[src/rtl/grid_pkg.sv]
// Shared types and Q7.10 coordinate helpers for the grid point sampler.
// The sampler's optional nearest-neighbour mode (SAMPLER_NEAREST_EN) uses q_round.
package grid_pkg;

    localparam int FRAC_W     = 10;
    localparam int COORD_W    = 17;
    localparam int INT_W      = COORD_W - FRAC_W;
    localparam int Q_ONE      = 1024;
    localparam int ROUND_HALF = 512;

    typedef enum logic [3:0] {
        S_IDLE,
        S_ADDR,
        S_RD0,
        S_RD1,
        S_RD2,
        S_RD3,
        S_RDW,
        S_IH,
        S_IV,
        S_OUT
    } sampler_state_t;

    // Integer part is one bit wider than INT_W so that rounding up to +64 still fits.
    typedef struct packed {
        logic [INT_W:0]    ipart;
        logic [FRAC_W-1:0] frac;
    } q_split_t;

    function automatic q_split_t q_floor_frac(input logic [COORD_W-1:0] v);
        q_split_t s;
        s.ipart = {v[COORD_W-1], v[COORD_W-1:FRAC_W]};
        s.frac  = v[FRAC_W-1:0];
        return s;
    endfunction

    function automatic logic [INT_W:0] q_round(input logic [COORD_W-1:0] v);
        logic [COORD_W:0] sum;
        sum = {v[COORD_W-1], v} + (COORD_W+1)'(ROUND_HALF);
        return sum[COORD_W:FRAC_W];
    endfunction

endpackage

[src/rtl/bilerp_dp.sv]
// Two-stage registered bilinear datapath: horizontal blend of both rows, then vertical
// blend with round-half-up and saturation to the pixel range.
module bilerp_dp
    import grid_pkg::*;
#(
    parameter int PIX_W = 8
) (
    input  logic              clk,
    input  logic              reset,
    input  logic              h_en,
    input  logic              v_en,
    input  logic [PIX_W-1:0]  p00,
    input  logic [PIX_W-1:0]  p10,
    input  logic [PIX_W-1:0]  p01,
    input  logic [PIX_W-1:0]  p11,
    input  logic [FRAC_W-1:0] fx,
    input  logic [FRAC_W-1:0] fy,
    output logic [PIX_W-1:0]  pix
);

    localparam int WT_W  = FRAC_W + 1;
    localparam int H_W   = PIX_W + 11;
    localparam int ACC_W = H_W + WT_W + 1;

    logic [WT_W-1:0]   w_fx_n, w_fy_n;
    logic [H_W-1:0]    w_top, w_bot, r_top, r_bot;
    logic [ACC_W-1:0]  w_acc;
    logic [ACC_W-2*FRAC_W-1:0] w_shift;
    logic [PIX_W-1:0]  w_sat, r_pix;

    assign w_fx_n  = WT_W'(Q_ONE) - WT_W'(fx);
    assign w_fy_n  = WT_W'(Q_ONE) - WT_W'(fy);
    assign w_top   = H_W'(p00) * H_W'(w_fx_n) + H_W'(p10) * H_W'(fx);
    assign w_bot   = H_W'(p01) * H_W'(w_fx_n) + H_W'(p11) * H_W'(fx);
    assign w_acc   = ACC_W'(r_top) * ACC_W'(w_fy_n) + ACC_W'(r_bot) * ACC_W'(fy)
                   + ACC_W'(1 << (2*FRAC_W - 1));
    assign w_shift = w_acc[ACC_W-1:2*FRAC_W];
    assign w_sat   = (w_shift > (ACC_W-2*FRAC_W)'({PIX_W{1'b1}})) ? {PIX_W{1'b1}} : w_shift[PIX_W-1:0];

    // NOTE: clocked state always uses non-blocking assignments so every flop samples pre-edge values.
    always_ff @(posedge clk or negedge reset) begin
        if (!reset) begin
            r_top <= '0;
            r_bot <= '0;
            r_pix <= '0;
        end else begin
            if (h_en) begin
                r_top <= w_top;
                r_bot <= w_bot;
            end
            if (v_en) begin
                r_pix <= w_sat;
            end
        end
    end

    assign pix = r_pix;

endmodule

[src/rtl/grid_point_sampler.sv]
// Point-stream consumer: fetches the 2x2 neighbourhood of each Q7.10 point and emits one pixel.
// Define SAMPLER_NEAREST_EN for single-read nearest-neighbour sampling instead of bilinear.
module grid_point_sampler
    import grid_pkg::*;
#(
    parameter int IMG_W  = 64,
    parameter int IMG_H  = 64,
    parameter int ADDR_W = 12,
    parameter int PIX_W  = 8
) (
    input  logic               clk,
    input  logic               reset,
    input  logic               pt_valid,
    output logic               pt_ready,
    input  logic [COORD_W-1:0] pt_x,
    input  logic [COORD_W-1:0] pt_y,
    input  logic               pt_last,
    output logic               mem_rd_en,
    output logic [ADDR_W-1:0]  mem_addr,
    input  logic [PIX_W-1:0]   mem_rdata,
    output logic               pix_valid,
    input  logic               pix_ready,
    output logic [PIX_W-1:0]   pix_data,
    output logic               pix_oob,
    output logic               pix_last,
    output logic               busy
);

    localparam int CRD_W = INT_W + 1;

    sampler_state_t    r_state, w_next_state;
    logic [CRD_W-1:0]  w_xi, w_yi, w_x1, w_y1;
    logic [FRAC_W-1:0] w_fx, w_fy;
    logic              w_oob, w_accept;
    logic [CRD_W-1:0]  r_x0, r_y0, r_x1, r_y1;
    logic [FRAC_W-1:0] r_fx, r_fy;
    logic              r_oob, r_last;
    logic [PIX_W-1:0]  r_p00, r_p10, r_p01, r_p11, w_pix_src;

    function automatic logic [ADDR_W-1:0] pix_addr(input logic [CRD_W-1:0] x, input logic [CRD_W-1:0] y);
        return ADDR_W'(y) * ADDR_W'(IMG_W) + ADDR_W'(x);
    endfunction

`ifdef SAMPLER_NEAREST_EN
    assign w_xi = q_round(pt_x);
    assign w_yi = q_round(pt_y);
    assign w_fx = '0;
    assign w_fy = '0;
`else
    q_split_t w_xs, w_ys;
    assign w_xs = q_floor_frac(pt_x);
    assign w_ys = q_floor_frac(pt_y);
    assign w_xi = w_xs.ipart;
    assign w_yi = w_ys.ipart;
    assign w_fx = w_xs.frac;
    assign w_fy = w_ys.frac;
`endif

    // Negative coordinates read as large unsigned values, so one compare per axis covers both bounds.
    assign w_oob    = (w_xi > CRD_W'(IMG_W - 1)) || (w_yi > CRD_W'(IMG_H - 1));
    assign w_x1     = (w_xi >= CRD_W'(IMG_W - 1)) ? w_xi : w_xi + 1'b1;
    assign w_y1     = (w_yi >= CRD_W'(IMG_H - 1)) ? w_yi : w_yi + 1'b1;
    assign w_accept = (r_state == S_IDLE) && pt_valid;

    always_ff @(posedge clk or negedge reset) begin
        if (!reset) r_state <= S_IDLE;
        else        r_state <= w_next_state;
    end

    always_comb begin
        // NOTE: default first so every path assigns the variable and no latch is inferred.
        w_next_state = r_state;
        case (r_state)
            S_IDLE: if (pt_valid) w_next_state = S_ADDR;
            S_ADDR: w_next_state = r_oob ? S_OUT : S_RD0;
`ifdef SAMPLER_NEAREST_EN
            S_RD0:  w_next_state = S_RDW;
            S_RDW:  w_next_state = S_OUT;
`else
            S_RD0:  w_next_state = S_RD1;
            S_RD1:  w_next_state = S_RD2;
            S_RD2:  w_next_state = S_RD3;
            S_RD3:  w_next_state = S_RDW;
            S_RDW:  w_next_state = S_IH;
            S_IH:   w_next_state = S_IV;
            S_IV:   w_next_state = S_OUT;
`endif
            S_OUT:  if (pix_ready) w_next_state = S_IDLE;
            default: w_next_state = S_IDLE;
        endcase
    end

    always_ff @(posedge clk or negedge reset) begin
        if (!reset) begin
            r_x0   <= '0;
            r_y0   <= '0;
            r_x1   <= '0;
            r_y1   <= '0;
            r_fx   <= '0;
            r_fy   <= '0;
            r_oob  <= 1'b0;
            r_last <= 1'b0;
        end else if (w_accept) begin
            r_x0   <= w_xi;
            r_y0   <= w_yi;
            r_x1   <= w_x1;
            r_y1   <= w_y1;
            r_fx   <= w_fx;
            r_fy   <= w_fy;
            r_oob  <= w_oob;
            r_last <= pt_last;
        end
    end

    // Read data lags its strobe by one cycle, so each state captures the previous state's read.
    always_ff @(posedge clk or negedge reset) begin
        if (!reset) begin
            r_p00 <= '0;
            r_p10 <= '0;
            r_p01 <= '0;
            r_p11 <= '0;
        end else begin
            case (r_state)
                S_RD1: r_p00 <= mem_rdata;
                S_RD2: r_p10 <= mem_rdata;
                S_RD3: r_p01 <= mem_rdata;
`ifdef SAMPLER_NEAREST_EN
                S_RDW: r_p00 <= mem_rdata;
`else
                S_RDW: r_p11 <= mem_rdata;
`endif
                default: ;
            endcase
        end
    end

`ifdef SAMPLER_NEAREST_EN
    assign w_pix_src = r_p00;
`else
    bilerp_dp #(
        .PIX_W (PIX_W)
    ) u_bilerp_dp (
        .clk   (clk),
        .reset (reset),
        .h_en  (r_state == S_IH),
        .v_en  (r_state == S_IV),
        .p00   (r_p00),
        .p10   (r_p10),
        .p01   (r_p01),
        .p11   (r_p11),
        .fx    (r_fx),
        .fy    (r_fy),
        .pix   (w_pix_src)
    );
`endif

    always_comb begin
        mem_rd_en = 1'b0;
        mem_addr  = '0;
        case (r_state)
            S_RD0: begin mem_rd_en = 1'b1; mem_addr = pix_addr(r_x0, r_y0); end
            S_RD1: begin mem_rd_en = 1'b1; mem_addr = pix_addr(r_x1, r_y0); end
            S_RD2: begin mem_rd_en = 1'b1; mem_addr = pix_addr(r_x0, r_y1); end
            S_RD3: begin mem_rd_en = 1'b1; mem_addr = pix_addr(r_x1, r_y1); end
            default: ;
        endcase
        pt_ready  = (r_state == S_IDLE) && reset;
        busy      = (r_state != S_IDLE);
        pix_valid = (r_state == S_OUT);
        pix_oob   = (r_state == S_OUT) && r_oob;
        pix_last  = (r_state == S_OUT) && r_last;
        pix_data  = ((r_state == S_OUT) && !r_oob) ? w_pix_src : '0;
    end

endmodule
[config.mk]
export PLATFORM = sky130hd
export DESIGN_NAME = grid_point_sampler
export DESIGN_NICKNAME = d
export VERILOG_FILES = /design/src/rtl/grid_pkg.sv /design/src/rtl/bilerp_dp.sv /design/src/rtl/grid_point_sampler.sv
export SDC_FILE = /design/constraint.sdc
export NUM_CORES = 2
export LEC_CHECK = 0
export ABC_CLOCK_PERIOD_IN_PS = 8730
export CORE_ASPECT_RATIO = 1.4
export CORE_UTILIZATION = 50
export CTS_CLUSTER_SIZE = 16
export DETAILED_ROUTE_END_ITERATION = 10
export GPL_ROUTABILITY_DRIVEN = 0
export PLACE_DENSITY = 0.71
export RECOVER_POWER = 100
export SLEW_MARGIN = 0
export SYNTH_ARGS = -nofsm -noshare
export SYNTH_HDL_FRONTEND = slang
export SYNTH_SLANG_ARGS = --single-unit
[constraint.sdc]
create_clock -name clk -period 8.73 [get_ports clk]
set_input_delay 1.746 -clock clk [delete_from_list [all_inputs] [get_ports clk]]
set_output_delay 1.746 -clock clk [all_outputs]
set_load 0.05 [all_outputs]
==> out/metrics.json <==
{
  "buffers_inverters_on_critical_path": 5,
  "final.fill_count": 5409,
  "area_growth_syn_to_layout_pct": 6.59,
  "slew_headroom_pct": -99.7,
  "clock_tree_from_tritoncts": "built",
  "count_of_flip_flops_with_a_built_in_enable_after_synthesis": 0,
  "count_of_buffers_inserted_at_the_top_level_ports": 72,
  "worstSkewPairLatency_ns": 0.45,
  "max-cap-violations": 3,
  "nets": 4114,
  "critical-path-slowest-cell": "sky130_fd_sc_hd__fa_1",
  "type_of_destination_of_the_critical_path": "flip-flop",
  "setup_violations": 0,
  "fmax_mhz": 123,
  "global_route_wire_length_before_repair_um": 117000,
  "primary_flip_flop_cell_chosen_by_synthesis_mapping": "sky130_fd_sc_hd__dfrtp_1",
  "route.detailed.drc": 0,
  "clock_skew_after_layout_ns": 0.0153,
  "worstMarginPinSlew_ns": 3.00,
  "synth_cell_type_count": 54,
  "synth_async_sr_flop_share_pct": 100,
  "top_level_ports": 73,
  "core_footprint_sq_um": 58600,
  "crit_fanout": 20,
  "initial_utilization_pct": 50.7,
  "unrepaired_setup_endpoints_after_global_routing": "false",
  "total_die_area_sq_um": 60400,
  "wl_per_cell_um": 17.8,
  "violations": "capacitance limit, slew limit",
  "post_cts.resized_instances": 0,
  "postCtsHoldBufs": 0,
  "fin_crit_ns": 8.16,
  "cp_class": "flip-flop to flip-flop",
  "drt_first_pass_iters": 7,
  "timing_max_transition_violations_final": 157,
  "grt_max_degree": 84,
  "dr_total_vias": 20900,
  "grt.total_usage_pct": 24.8,
  "cts.path.max_buffers": 2,
  "syn_inst": 3216,
  "worst_ep_arrival_time_ns": 8.49,
  "post_synthesis_instance_area_sq_um": 29700,
  "fin_tns_setup_ns": 0,
  "cp_data_required_time_ns": 9.06,
  "synth.avg_cell_area_sq_um": 9.23,
  "synth_top_area_cell": "sky130_fd_sc_hd__fa_1",
  "ant_nets": 0,
  "synth.net_count": 4138,
  "die_w_um": 208,
  "antenna_violations_before_repair": 1,
  "num_rows": 105,
  "cts_buffer_count": 17,
  "post-cts-setup-buffers": 0,
  "synth_top_cell_area_share_pct": 40.7,
  "fp.dieH_um": 290,
  "final_util_pct": 54.0,
  "initialDrtViolationCount": 1017,
  "clock_sink_count": 131,
  "critical_path.top_delay_family": "adder cells",
  "hpwl_um": 57200,
  "via_per_inst": 5.28,
  "seq_area_frac_synth_pct": 11.0,
  "layout-drive-gt1-share_pct": 4.49,
  "grt_overflow": 0,
  "first_global_vias": 23200,
  "clkTransAtPathRegs_ns": 0.07,
  "postSynthRegisterBits": 131,
  "yosysWarnings": 0,
  "timing.hold.ws_ns": 0.488,
  "route.final.wire_length_um": 70200,
  "worst_path_most_repeated_cell": "sky130_fd_sc_hd__fa_1",
  "synth.top_cells.by_area": "sky130_fd_sc_hd__fa_1 41%, sky130_fd_sc_hd__ha_1 11%, sky130_fd_sc_hd__dfrtp_1 11%",
  "hold_path.class": "flip-flop to flip-flop",
  "min_period_over_period_pct": 93.5,
  "clk_root_buffer_cell": "sky130_fd_sc_hd__clkbuf_16",
  "cts_htree_levels": 4,
  "setup.worst_path.start_class": "flip-flop",
  "run_status": "finished, violations left",
  "timing.critical_path.slowest_cell_delay_ns": 0.55,
  "hold_violation_count_in_the_final_report": 0
}
==> logic make-up (layout without fill, tap and decap cells) <==
family | after synthesis | count (layout) | share of synthesized area [%]
multiplexers | 75 | 75 | 2.82
adder cells (fa/ha/maj) | 875 | 875 | 52.1
other | 0 | 1 | 0
AO/OA/AOI/OAI | 169 | 169 | 3.71
AND/OR/NAND/NOR | 982 | 982 | 16.5
XOR/XNOR | 83 | 83 | 2.45
flip-flops | 131 | 131 | 11.0
buffers and inverters | 901 | 890 | 11.4
==> tightest hold or removal path: stages, from the launching register on <==
cell,delay (ns)
sky130_fd_sc_hd__dfrtp_1,0.35
sky130_fd_sc_hd__nand2_1,0.05
sky130_fd_sc_hd__o21ai_0,0.06
==> synthesized netlist by cell type, types with 2 or more instances <==
cell and instances:
sky130_fd_sc_hd__mux2_2 69, sky130_fd_sc_hd__o21a_1 3, sky130_fd_sc_hd__inv_1 741, sky130_fd_sc_hd__clkbuf_1 157, sky130_fd_sc_hd__buf_1 3, sky130_fd_sc_hd__a22oi_1 3
sky130_fd_sc_hd__nand4_1 4, sky130_fd_sc_hd__nor2_1 46, sky130_fd_sc_hd__nand2b_1 6, sky130_fd_sc_hd__mux2i_1 6, sky130_fd_sc_hd__nand2_1 439, sky130_fd_sc_hd__a21o_1 17
sky130_fd_sc_hd__nor2b_1 2, sky130_fd_sc_hd__ha_1 271, sky130_fd_sc_hd__or3_1 6, sky130_fd_sc_hd__o22ai_1 2, sky130_fd_sc_hd__a211o_1 2, sky130_fd_sc_hd__xnor2_1 50
sky130_fd_sc_hd__a22o_1 7, sky130_fd_sc_hd__a211oi_1 2, sky130_fd_sc_hd__dfrtp_1 131, sky130_fd_sc_hd__xor2_1 33, sky130_fd_sc_hd__o21bai_1 2, sky130_fd_sc_hd__nor4_1 2
sky130_fd_sc_hd__nand3_1 20, sky130_fd_sc_hd__o21ai_0 58, sky130_fd_sc_hd__fa_1 604, sky130_fd_sc_hd__o211ai_1 6, sky130_fd_sc_hd__nor3_1 23, sky130_fd_sc_hd__a21oi_1 31
sky130_fd_sc_hd__a31oi_1 8, sky130_fd_sc_hd__o31ai_1 3, sky130_fd_sc_hd__a41o_1 2, sky130_fd_sc_hd__o21ai_1 3, sky130_fd_sc_hd__and2_1 393, sky130_fd_sc_hd__o22a_1 8
sky130_fd_sc_hd__and3_1 36
==> cells in the final DEF, fill, tap and decap left out, drive strengths merged, types with 39 or more instances in the layout <==
master  Yosys  final
nor2       46     46
o21ai      61     61
xnor2      50     50
ha        271    271
fa        604    604
and2      393    393
mux2       69     69
buf         3     39
inv       741    748
dfrtp     131    131
nand2     439    439
==> cell type report <==
class / instances / area [sq um] / share of cell area (%)
tap: 749 / 937 / 2.96
antenna: 1 / 2.50 / 0.00791
sequential: 131 / 3280 / 10.4
clock inverter: 15 / 169 / 0.534
clock buffer: 17 / 425 / 1.34
inverter: 741 / 2780 / 8.79
multi-input combinational: 2184 / 23000 / 72.7
timing repair buffer: 117 / 1030 / 3.27
==> layer usage <==
metal / track usage, % / wire [um] / vias to the layer above
met1: 27.9 / 25700 / 10700
met4: 13.9 / 4120 / 0
met5: 0 / 0 / -
li1: - / - / 9448
met3: 2.20 / 2500 / 179
met2: 45.8 / 37900 / 525
==> state kept, by name, summed over array words and instances, names as in the netlist <==
| signal | count |
|---|---|
| u_bilerp_dp.r_top | 19 |
| u_bilerp_dp.r_bot | 19 |
| r_y1 | 6 |
| r_fx | 10 |
| r_p10 | 8 |
| r_x1 | 8 |
| r_p00 | 8 |
| r_state | 4 |
| r_oob | 1 |
| r_last | 1 |
| u_bilerp_dp.pix | 8 |
| r_fy | 10 |
| r_p01 | 8 |
| r_p11 | 8 |
| r_x0 | 7 |
| r_y0 | 6 |
==> worst paths after layout <==
| path | startpoint | endpoint | cells after the start | slack [ns] |
|---|---|---|---|---|
| max in group asynchronous | reset | r_p10[4] | 2 | 3.96 |
| worst min register to register | r_x1[2] | r_x1[2] | 2 | 0.49 |
| min in group asynchronous | reset | r_x0[5] | 1 | 1.34 |
| worst max-delay path | r_fy[2] | u_bilerp_dp.pix[2] | 28 | 0.57 |
| worst max register to register | r_fy[2] | u_bilerp_dp.pix[2] | 28 | 0.57 |
| worst min-delay path | r_x1[2] | r_x1[2] | 2 | 0.49 |
==> stage by stage <==
step                cell area (sq um)  setup WS, ns  std cells
floorplan                       29700          1.30       3216
global placement                31100         0.768       3922
detailed placement              31100         0.592       3922
CTS                             31700         0.566       3954
global route                    31700         0.148       3955
finish                          31700         0.572       3955
Power is left out: the tool's default activity adds up to more than one toggle a clock period on the data nets, which glitch-free logic cannot reach.
